[config.mk]
export PLATFORM = sky130hd
export DESIGN_NAME = spi_lcd_sequencer
export DESIGN_NICKNAME = d
export VERILOG_FILES = /design/src/rtl/spi_lcd_sequencer.sv
export SDC_FILE = /design/constraint.sdc
export NUM_CORES = 1
export LEC_CHECK = 0
export ABC_CLOCK_PERIOD_IN_PS = 5400
export CORE_UTILIZATION = 40
export CTS_CLUSTER_SIZE = 30
export DETAILED_ROUTE_END_ITERATION = 12
export GPL_TIMING_DRIVEN = 0
export PLACE_DENSITY_LB_ADDON = 0.1
export SYNTH_ARGS = -nofsm -noshare
export SYNTH_HDL_FRONTEND = slang
export SYNTH_SLANG_ARGS = --single-unit
[constraint.sdc]
create_clock -name clk -period 5.4 [get_ports clk]
set_input_delay 0.81 -clock clk [delete_from_list [all_inputs] [get_ports clk]]
set_output_delay 0.81 -clock clk [all_outputs]
set_load 0.01 [all_outputs]
[src/rtl/spi_lcd_sequencer.sv]
`default_nettype none
// +----------------------------------------------------------------------------+
// | Module      : spi_lcd_sequencer                                            |
// | Description : Byte queue feeding an SPI transmit controller, with gaps and |
// |               a transfer timeout. Optional delay entries: LCD_SEQ_DELAY_EN |
// | Revision    : 1.0                                                          |
// +----------------------------------------------------------------------------+
module spi_lcd_sequencer #(
  parameter int FIFO_DEPTH     = 16,
  parameter int PTR_W          = 4,
  parameter int GAP_CYCLES     = 2,
  parameter int TIMEOUT_CYCLES = 1024,
  parameter int DELAY_UNIT     = 1000
) (
  input  logic             clk,
  input  logic             reset,
  input  logic             wr_en,
  input  logic [7:0]       wr_data,
  input  logic             wr_dc,
`ifdef LCD_SEQ_DELAY_EN
  input  logic             wr_delay,
`endif
  input  logic             flush,
  input  logic             clr_status,
  output logic             fifo_full,
  output logic             fifo_empty,
  output logic [PTR_W:0]   fifo_level,
  output logic             seq_busy,
  output logic             overflow,
  output logic             timeout_err,
  output logic [15:0]      sent_count,
  output logic             spi_start,
  output logic [7:0]       spi_data_out,
  output logic             spi_dc_out,
  input  logic             spi_busy,
  input  logic             spi_done
);

`ifdef LCD_SEQ_DELAY_EN
  localparam int c_ENTRY_W = 10;
`else
  localparam int c_ENTRY_W = 9;
`endif
  localparam int c_DLY_MAX = 255 * DELAY_UNIT;
  localparam int c_CNT_MAX = (TIMEOUT_CYCLES > c_DLY_MAX)
                             ? ((TIMEOUT_CYCLES > GAP_CYCLES) ? TIMEOUT_CYCLES : GAP_CYCLES)
                             : ((c_DLY_MAX > GAP_CYCLES) ? c_DLY_MAX : GAP_CYCLES);
  localparam int c_CNT_W = $clog2(c_CNT_MAX + 1);
  localparam logic [PTR_W:0] c_DEPTH = FIFO_DEPTH[PTR_W:0];

  typedef enum logic [2:0] {
    S_IDLE      = 3'd0,
    S_ISSUE     = 3'd1,
    S_WAIT_DONE = 3'd2,
`ifdef LCD_SEQ_DELAY_EN
    S_DELAY     = 3'd4,
`endif
    S_GAP       = 3'd3
  } state_t;

  logic [c_ENTRY_W-1:0] r_mem [FIFO_DEPTH];
  logic [PTR_W-1:0]     r_wr_ptr, r_rd_ptr;
  logic [PTR_W:0]       r_level;
  state_t               r_state, w_state_nxt;
  logic [c_CNT_W-1:0]   r_cnt, w_cnt_val;
  logic                 w_cnt_load, w_cnt_dec;
  logic                 w_pop, w_push, w_full, w_empty, w_start;
  logic                 w_done_evt, w_timeout_evt, w_ovf_evt;
  logic                 r_overflow, r_timeout_err, r_dc;
  logic [15:0]          r_sent_count;
  logic [7:0]           r_data;
  logic [c_ENTRY_W-1:0] w_head, w_wr_entry;
  logic                 w_head_dly;

  assign w_full  = (r_level == c_DEPTH);
  assign w_empty = (r_level == '0);
  assign w_head  = r_mem[r_rd_ptr];
`ifdef LCD_SEQ_DELAY_EN
  assign w_wr_entry = {wr_delay, wr_dc, wr_data};
  assign w_head_dly = w_head[9];
`else
  assign w_wr_entry = {wr_dc, wr_data};
  assign w_head_dly = 1'b0;
`endif

  // A write into a full queue is lost even if a pop frees a slot this cycle
  assign w_push    = wr_en && !flush && !w_full;
  assign w_ovf_evt = wr_en && !flush && w_full;

  always_ff @(posedge clk) begin
    if (w_push) r_mem[r_wr_ptr] <= w_wr_entry;
  end

  always_ff @(posedge clk or posedge reset) begin
    if (reset) begin
      r_wr_ptr <= '0;
      r_rd_ptr <= '0;
      r_level  <= '0;
    end else if (flush) begin
      r_rd_ptr <= r_wr_ptr;
      r_level  <= '0;
    end else begin
      if (w_push) r_wr_ptr <= r_wr_ptr + 1'b1;
      if (w_pop)  r_rd_ptr <= r_rd_ptr + 1'b1;
      case ({w_push, w_pop})
        2'b10:   r_level <= r_level + 1'b1;
        2'b01:   r_level <= r_level - 1'b1;
        default: r_level <= r_level;
      endcase
    end
  end

  always_ff @(posedge clk or posedge reset) begin
    if (reset) r_state <= S_IDLE;
    else       r_state <= w_state_nxt;
  end

  always_comb begin
    w_state_nxt   = r_state;
    w_pop         = 1'b0;
    w_start       = 1'b0;
    w_cnt_load    = 1'b0;
    w_cnt_val     = '0;
    w_cnt_dec     = 1'b0;
    w_done_evt    = 1'b0;
    w_timeout_evt = 1'b0;
    case (r_state)
      S_IDLE: begin
        // A stray spi_done here (e.g. after reset mid-transfer) blocks the pop
        if (!w_empty && !spi_busy && !spi_done && !flush) begin
          w_pop = 1'b1;
`ifdef LCD_SEQ_DELAY_EN
          if (w_head_dly) begin
            w_state_nxt = S_DELAY;
            w_cnt_load  = 1'b1;
            w_cnt_val   = (w_head[7:0] == 8'd0) ? c_CNT_W'(1)
                          : c_CNT_W'(w_head[7:0]) * c_CNT_W'(DELAY_UNIT);
          end else begin
            w_state_nxt = S_ISSUE;
          end
`else
          w_state_nxt = S_ISSUE;
`endif
        end
      end
      S_ISSUE: begin
        w_start     = 1'b1;
        w_state_nxt = S_WAIT_DONE;
        w_cnt_load  = 1'b1;
        w_cnt_val   = c_CNT_W'(TIMEOUT_CYCLES);
      end
      S_WAIT_DONE: begin
        if (spi_done) begin
          w_done_evt = 1'b1;
          if (GAP_CYCLES == 0) begin
            w_state_nxt = S_IDLE;
          end else begin
            w_state_nxt = S_GAP;
            w_cnt_load  = 1'b1;
            w_cnt_val   = c_CNT_W'(GAP_CYCLES);
          end
        end else if (r_cnt <= c_CNT_W'(1)) begin
          w_timeout_evt = 1'b1;
          w_state_nxt   = S_IDLE;
        end else begin
          w_cnt_dec = 1'b1;
        end
      end
`ifdef LCD_SEQ_DELAY_EN
      S_DELAY: begin
        if (r_cnt <= c_CNT_W'(1)) w_state_nxt = S_IDLE;
        else                      w_cnt_dec   = 1'b1;
      end
`endif
      S_GAP: begin
        if (r_cnt <= c_CNT_W'(1)) w_state_nxt = S_IDLE;
        else                      w_cnt_dec   = 1'b1;
      end
      default: w_state_nxt = S_IDLE;
    endcase
  end

  always_ff @(posedge clk or posedge reset) begin
    if (reset)           r_cnt <= '0;
    else if (w_cnt_load) r_cnt <= w_cnt_val;
    else if (w_cnt_dec)  r_cnt <= r_cnt - 1'b1;
  end

  always_ff @(posedge clk or posedge reset) begin
    if (reset) begin
      r_data <= '0;
      r_dc   <= 1'b0;
    end else if (w_pop && !w_head_dly) begin
      r_data <= w_head[7:0];
      r_dc   <= w_head[8];
    end
  end

  // Set events take precedence over clr_status
  always_ff @(posedge clk or posedge reset) begin
    if (reset) begin
      r_overflow    <= 1'b0;
      r_timeout_err <= 1'b0;
      r_sent_count  <= '0;
    end else begin
      if (w_ovf_evt)       r_overflow <= 1'b1;
      else if (clr_status) r_overflow <= 1'b0;
      if (w_timeout_evt)   r_timeout_err <= 1'b1;
      else if (clr_status) r_timeout_err <= 1'b0;
      if (w_done_evt)      r_sent_count <= r_sent_count + 16'd1;
      else if (clr_status) r_sent_count <= '0;
    end
  end

  assign fifo_full    = w_full;
  assign fifo_empty   = w_empty;
  assign fifo_level   = r_level;
  assign seq_busy     = (r_state != S_IDLE) || !w_empty;
  assign overflow     = r_overflow;
  assign timeout_err  = r_timeout_err;
  assign sent_count   = r_sent_count;
  assign spi_start    = w_start;
  assign spi_data_out = r_data;
  assign spi_dc_out   = r_dc;

endmodule
`default_nettype wire

# Word level (Yosys, flattened, before mapping)
# Memories as Yosys holds them, arrays and structs flattened. A register that Yosys moved wholly into a read port is not among the register bits.
# Cells that the tools add are included.
# op_classes
n_mul	0
n_lt_le_gt_ge	1
n_bitwise	1
eq_ne	7
div_mod_pow	0
shifts	0
mux	31
addsub	6
n_reduce_logical	22
# ops
op	n
$mux W18	2
$mux W16	2
$pmux W11 S2	1
$le A18 B1 Y1 const B	1
$sub A18 B1 Y18 const B	1
$add A16 B1 Y16 const B	1
$mux W1	15
$pmux W3 S4	1
$pmux W5 S2	1
$reduce_bool A2 Y1	5
$mux W3	3
$add A4 B1 Y4 const B	2
$mux W4	2
$eq A3 B2 Y1 const B	2
$logic_and A1 B1 Y1	6
$reduce_bool A3 Y1	2
$add A5 B1 Y5 const B	1
$eq A5 B5 Y1 const B	1
$logic_not A1 Y1	5
$logic_not A5 Y1	1
$mux W5	1
$sub A5 B1 Y5 const B	1
$pmux W1 S2	2
$eq A3 B1 Y1 const B	1
8 further kinds	8
# totals
mem_bits_rw	144
output_inout_bits	36
register_bits	52
elab_cells	77
latchBits	0
memories	1
in_bits	16
romBits	0
# mem_list
name	words	width	read_ports	rd_ports_with_merged_regs	wr	line_no	rtl
r_mem	16	9	1	1	1	61	logic [c_ENTRY_W-1:0] r_mem [FIFO_DEPTH];

# Depth between registers and ports, before layout
# logic_depth
word_depth	10
depth_mapped	10
ltp_nobuf	9

# Worst setup path after synthesis
# Ideal clock, no wire load.
# synth_path
path_type	input-to-reg
start	input port flush
end	register r_level[2], in the netlist fifo_level[2]
slack_ns	2.600
setup_ns	0.125
n_path_buf	1
stages	9
t_required_ns	5.275
arrival_ns	2.675
path_cell_list	clkbuf_1 > nor4_2 > o211ai_4 > nor2_1 > xor2_1 > ha_1 > nor4_1 > a21oi_2 > mux2_4
# synth_via
elab_chain_cells	7
word_cells_on_any_way	11
classes_between	eq/ne (2); mux (4); reduce/logical (5)
# synth_lines
item	line_no	rtl
start, declared	23	input logic flush,
$logic_not A1 Y1	87, 130	
$logic_and A1 B1 Y1	130	if (!w_empty && !spi_busy && !spi_done && !flush) begin
$mux W1	130	
$mux W1	127	case (r_state)
$eq A2 B1 Y1 or $eq A2 B2 Y1 (tied branches)	105	case ({w_push, w_pop})
$pmux W5 S2	105	
$mux W5	99	end else if (flush) begin
end signal, assigned	106	2'b10: r_level <= r_level + 1'b1;
end signal, assigned	107	2'b01: r_level <= r_level - 1'b1;
end signal, assigned	108	default: r_level <= r_level;
end, declared	63	logic [PTR_W:0] r_level;
# Several ways; a longest one is shown, not always the timed one.
# A chain may end at the register's enable or synchronous reset.

# Final worst setup path
# layout_path
start	register r_level[2], in the netlist fifo_level[2]
end	output port seq_busy
# layout_via
elab_chain_cells	3
# layout_lines
item	line_no	rtl
$logic_not A5 Y1	76	assign w_empty = (r_level == '0);
$logic_not A1 Y1	218	assign seq_busy = (r_state != S_IDLE) || !w_empty;
$logic_or A1 B1 Y1	218	
end, declared	28	output logic seq_busy,
# Every way passes these cells.

==> key figures <==
Clock network
  – CTS H-Tree Depth: 1
  – Post-CTS resize count: 0
  – Worst skew pair latency: 0.52 ns
  – CTS tree: done
  – Deepest clock path buffer count: 3
  – Post-CTS setup buffers: 0
  – Clk Tree Root Cell: clkbuf_16
  – Clk pin slew, worst setup/hold paths: approximately 0.06 ns
  – Cts bufs inserted: 23
  – CTS Sinks: a little over 200
  – Hold buffers post-CTS: 0

STA
  – Total negative slack: 0 ns
  – Min Clock Period, post-route: ~3.3 ns
  – Final setup violation count: 0
  – Final period util: 0.602
  – Hold WS: approximately 0.48 ns
  – Relative slew slack: 0.319
  – Max Transition Viols Final: 0
  – Clock Skew: ~0.010 ns
  – Final Hold Viols: 0
  – RSZ-0062 raised after global routing: false
  – Worst slew pin tran: slightly above 1 ns
  – FMAX: about 310 MHz

Die
  – Die footprint: ~23000 µm²
  – Core Rows: 53
  – Core box area: around 21000 µm²
  – DIE WIDTH: about 150 µm
  – # IOs: 52
  – Initial core utilization: 0.414
  – Chip height: around 150 µm

Final layout
  – Nets@finish: approximately 660
  – Commonest non-fill, non-tap cell in the layout: edfxtp_1
  – Synthesis-to-layout area growth: 19.3%
  – Share of cells above drive strength 1: 0.193
  – Commonest non-fill, non-tap cells in the layout: edfxtp_1 (144), dfrtp_1 (61), clkdlybuf4s50_1 (50), mux4_2 (45), nand2_1 (43)
  – Antenna Diode Count: 0
  – Fillers: 1802

Global routing
  – Overflow after GRT: 0
  – Gr busiest metal: met2
  – Largest net degree at the start of global routing: 41
  – First-pass GRT wire length: 29500 µm
  – Routing usage on met2: 0.287
  – Tot GR Track Use: 0.175
  – Grt met1 use: 0.239
  – Number of global-route vias before repair: 5172
  – Initial antenna violation count: 0
  – Met3 Use GR: 0.0285

Setup path
  – CP max-delay cell: or4_4
  – CP delay by family, top: simple AND/OR/NAND/NOR gates
  – CP peak stage delay: 0.56 ns
  – CP Buf/Inv Count: 2
  – FF-to-FF Start: fifo_level[2]
  – Max FO, Critical Path: 9
  – CP Class: reg -> out
  – CP Cell Sequence: clkbuf_1, or4_4, nor2_1, nand3b_1, clkdlybuf4s50_1
  – Worst setup path start: fifo_level[2]
  – Worst path required time: about 4.6 ns
  – Worst setup SP type: flip-flop
  – R2R cell count: 7
  – Crit end category: output pin
  – CP Data Arrival Time: ~2.4 ns
  – Stages on worst setup path: 5

Drt
  – WL/cell: about 20 µm
  – Initial DRC Count: 236
  – DR pass1 iterations: 6
  – Antenna Violating Nets Remaining: 0
  – DRC viols: 0
  – Wirelength, routed: between 15000 and 20000 µm
  – Vias: between 5000 and 6000
  – DR vias/cell: ~5.5

Yosys
  – Top post-synthesis cells by area: edfxtp_1 (49%), dfrtp_1 (17%), mux4_2 (12%), nand2_1 (1.8%), nor2_1 (1.5%)
  – Ys async rst share: 0.298
  – Post-synth top area share: 0.491
  – Post-Synthesis Net Count: 581
  – Yosys warns: 0
  – Number of synthesized flops with an enable pin: about 140
  – Synth Flop Type: edfxtp_1
  – Mapped Cells: between 500 and 600
  – Synth cell types: between 60 and 70
  – Cell taking the most area after synthesis: edfxtp_1
  – Netlist Area Pre-Place: about 8800 µm²
  – Synthesized area per cell: 15.9 µm²
  – FF+latch count, synth: about 200
  – Sequential area share after synthesis: 0.664

Run
  – MaxCap Viol Count: 0

Power
  – Worst IR drop on VDD: 0.294 mV
  – Leak Pwr: about 3.8 nW
  – PwrDens: approximately 450 nW/µm²

Run status
  – Status: complete, no violations

Placement
  – I/O Buffers: 50
  – Routability cong.: around 0.80
  – HPWL Detailed: 12700 µm

Hold path
  – Hold Path Class: reg -> reg
  – Min-Delay Path Depth: 2
  – Launch point of the worst hold path: spi_data_out[5]
[tightest hold or removal path, cell delays in order, from the launching register on]
cell,delay [ns]
dfrtp_1,0.34
nand2_1,0.05
nand2_1,0.05
[layer usage]
metal  routed length, µm  vias up
met5                   0        -
met4                 431        0
met3                 859       28
met2                8960      116
met1                8520     2596
li1                    -     2313
[cell usage after synthesis (all sizes together), types with 11 or more instances]
cell and n:
edfxtp 144, mux2i 11, o21ai 24, mux4 45, nor2 35, clkbuf 14
buf 13, nand2 43, nand3 16, dfrtp 61, inv 14
[worst paths after layout]
kind                                    to  slack [ns]
max in group asynchronous        r_cnt[10]        4.15
max reg2reg                   r_mem[15][7]        2.28
min reg2reg                spi_data_out[5]        0.48
min in group asynchronous  spi_data_out[0]        0.64
max                               seq_busy        2.15
min                        spi_data_out[5]        0.48
[cell type report]
class	instances	area, µm²	share of cell area
inverters	14	52.6	0.00500
multi-input cells	309	2790	0.266
plain buffers	27	138	0.0131
clock buffers	28	624	0.0594
flip-flops and latches	205	5850	0.557
repair buffers	51	520	0.0495
well taps	275	344	0.0327
clock inverters	14	190	0.0181
[per-stage QoR]
| stage | worst slack (ns) | std cells | utilization | power, W | instance area, µm² |
|---|---|---|---|---|---|
| 3_3_place_gp | 1.30 | 880 | 0.454 | 0.00313 | 9660 |
| 2_1_floorplan | 2.60 | 555 | - | 0.00277 | 8810 |
| 3_5_place_dp | 1.69 | 881 | 0.456 | 0.00317 | 9700 |
| 4_1_cts | 2.12 | 923 | 0.494 | 0.00484 | 10500 |
| 6_report | 2.15 | 923 | 0.494 | 0.00478 | 10500 |
| 5_1_grt | 1.96 | 923 | 0.494 | 0.00500 | 10500 |
[sequential cells by signal (all words and copies together), names as in the netlist]
signal / flops
fifo_level: 5
overflow: 1
r_cnt: 18
r_mem: 144
r_rd_ptr: 4
r_state: 3
r_wr_ptr: 4
sent_count: 16
spi_data_out: 8
spi_dc_out: 1
timeout_err: 1
[cell families (layout without fill, tap and decap cells)]
family | after synthesis | count (layout) | synth area share
mux | 66 | 66 | 0.141
flops | 205 | 205 | 0.664
buf+inv | 41 | 134 | 0.0216
simple gates | 159 | 159 | 0.0983
other cells | 1 | 1 | 0.000426
compound gates | 63 | 63 | 0.0510
xor+xnor | 10 | 10 | 0.00994
fa+ha+maj | 10 | 10 | 0.0142
[power breakdown]
| group | switching [W] | internal [W] | leakage (nW) |
|---|---|---|---|
| clock network | 0.000636 | 0.00102 | 0.405 |
| registers | 0.0000920 | 0.00184 | 2.11 |
| logic | 0.000619 | 0.000567 | 1.26 |
| total | 0.00135 | 0.00343 | 3.77 |
(Power assumes the default switching activity.)
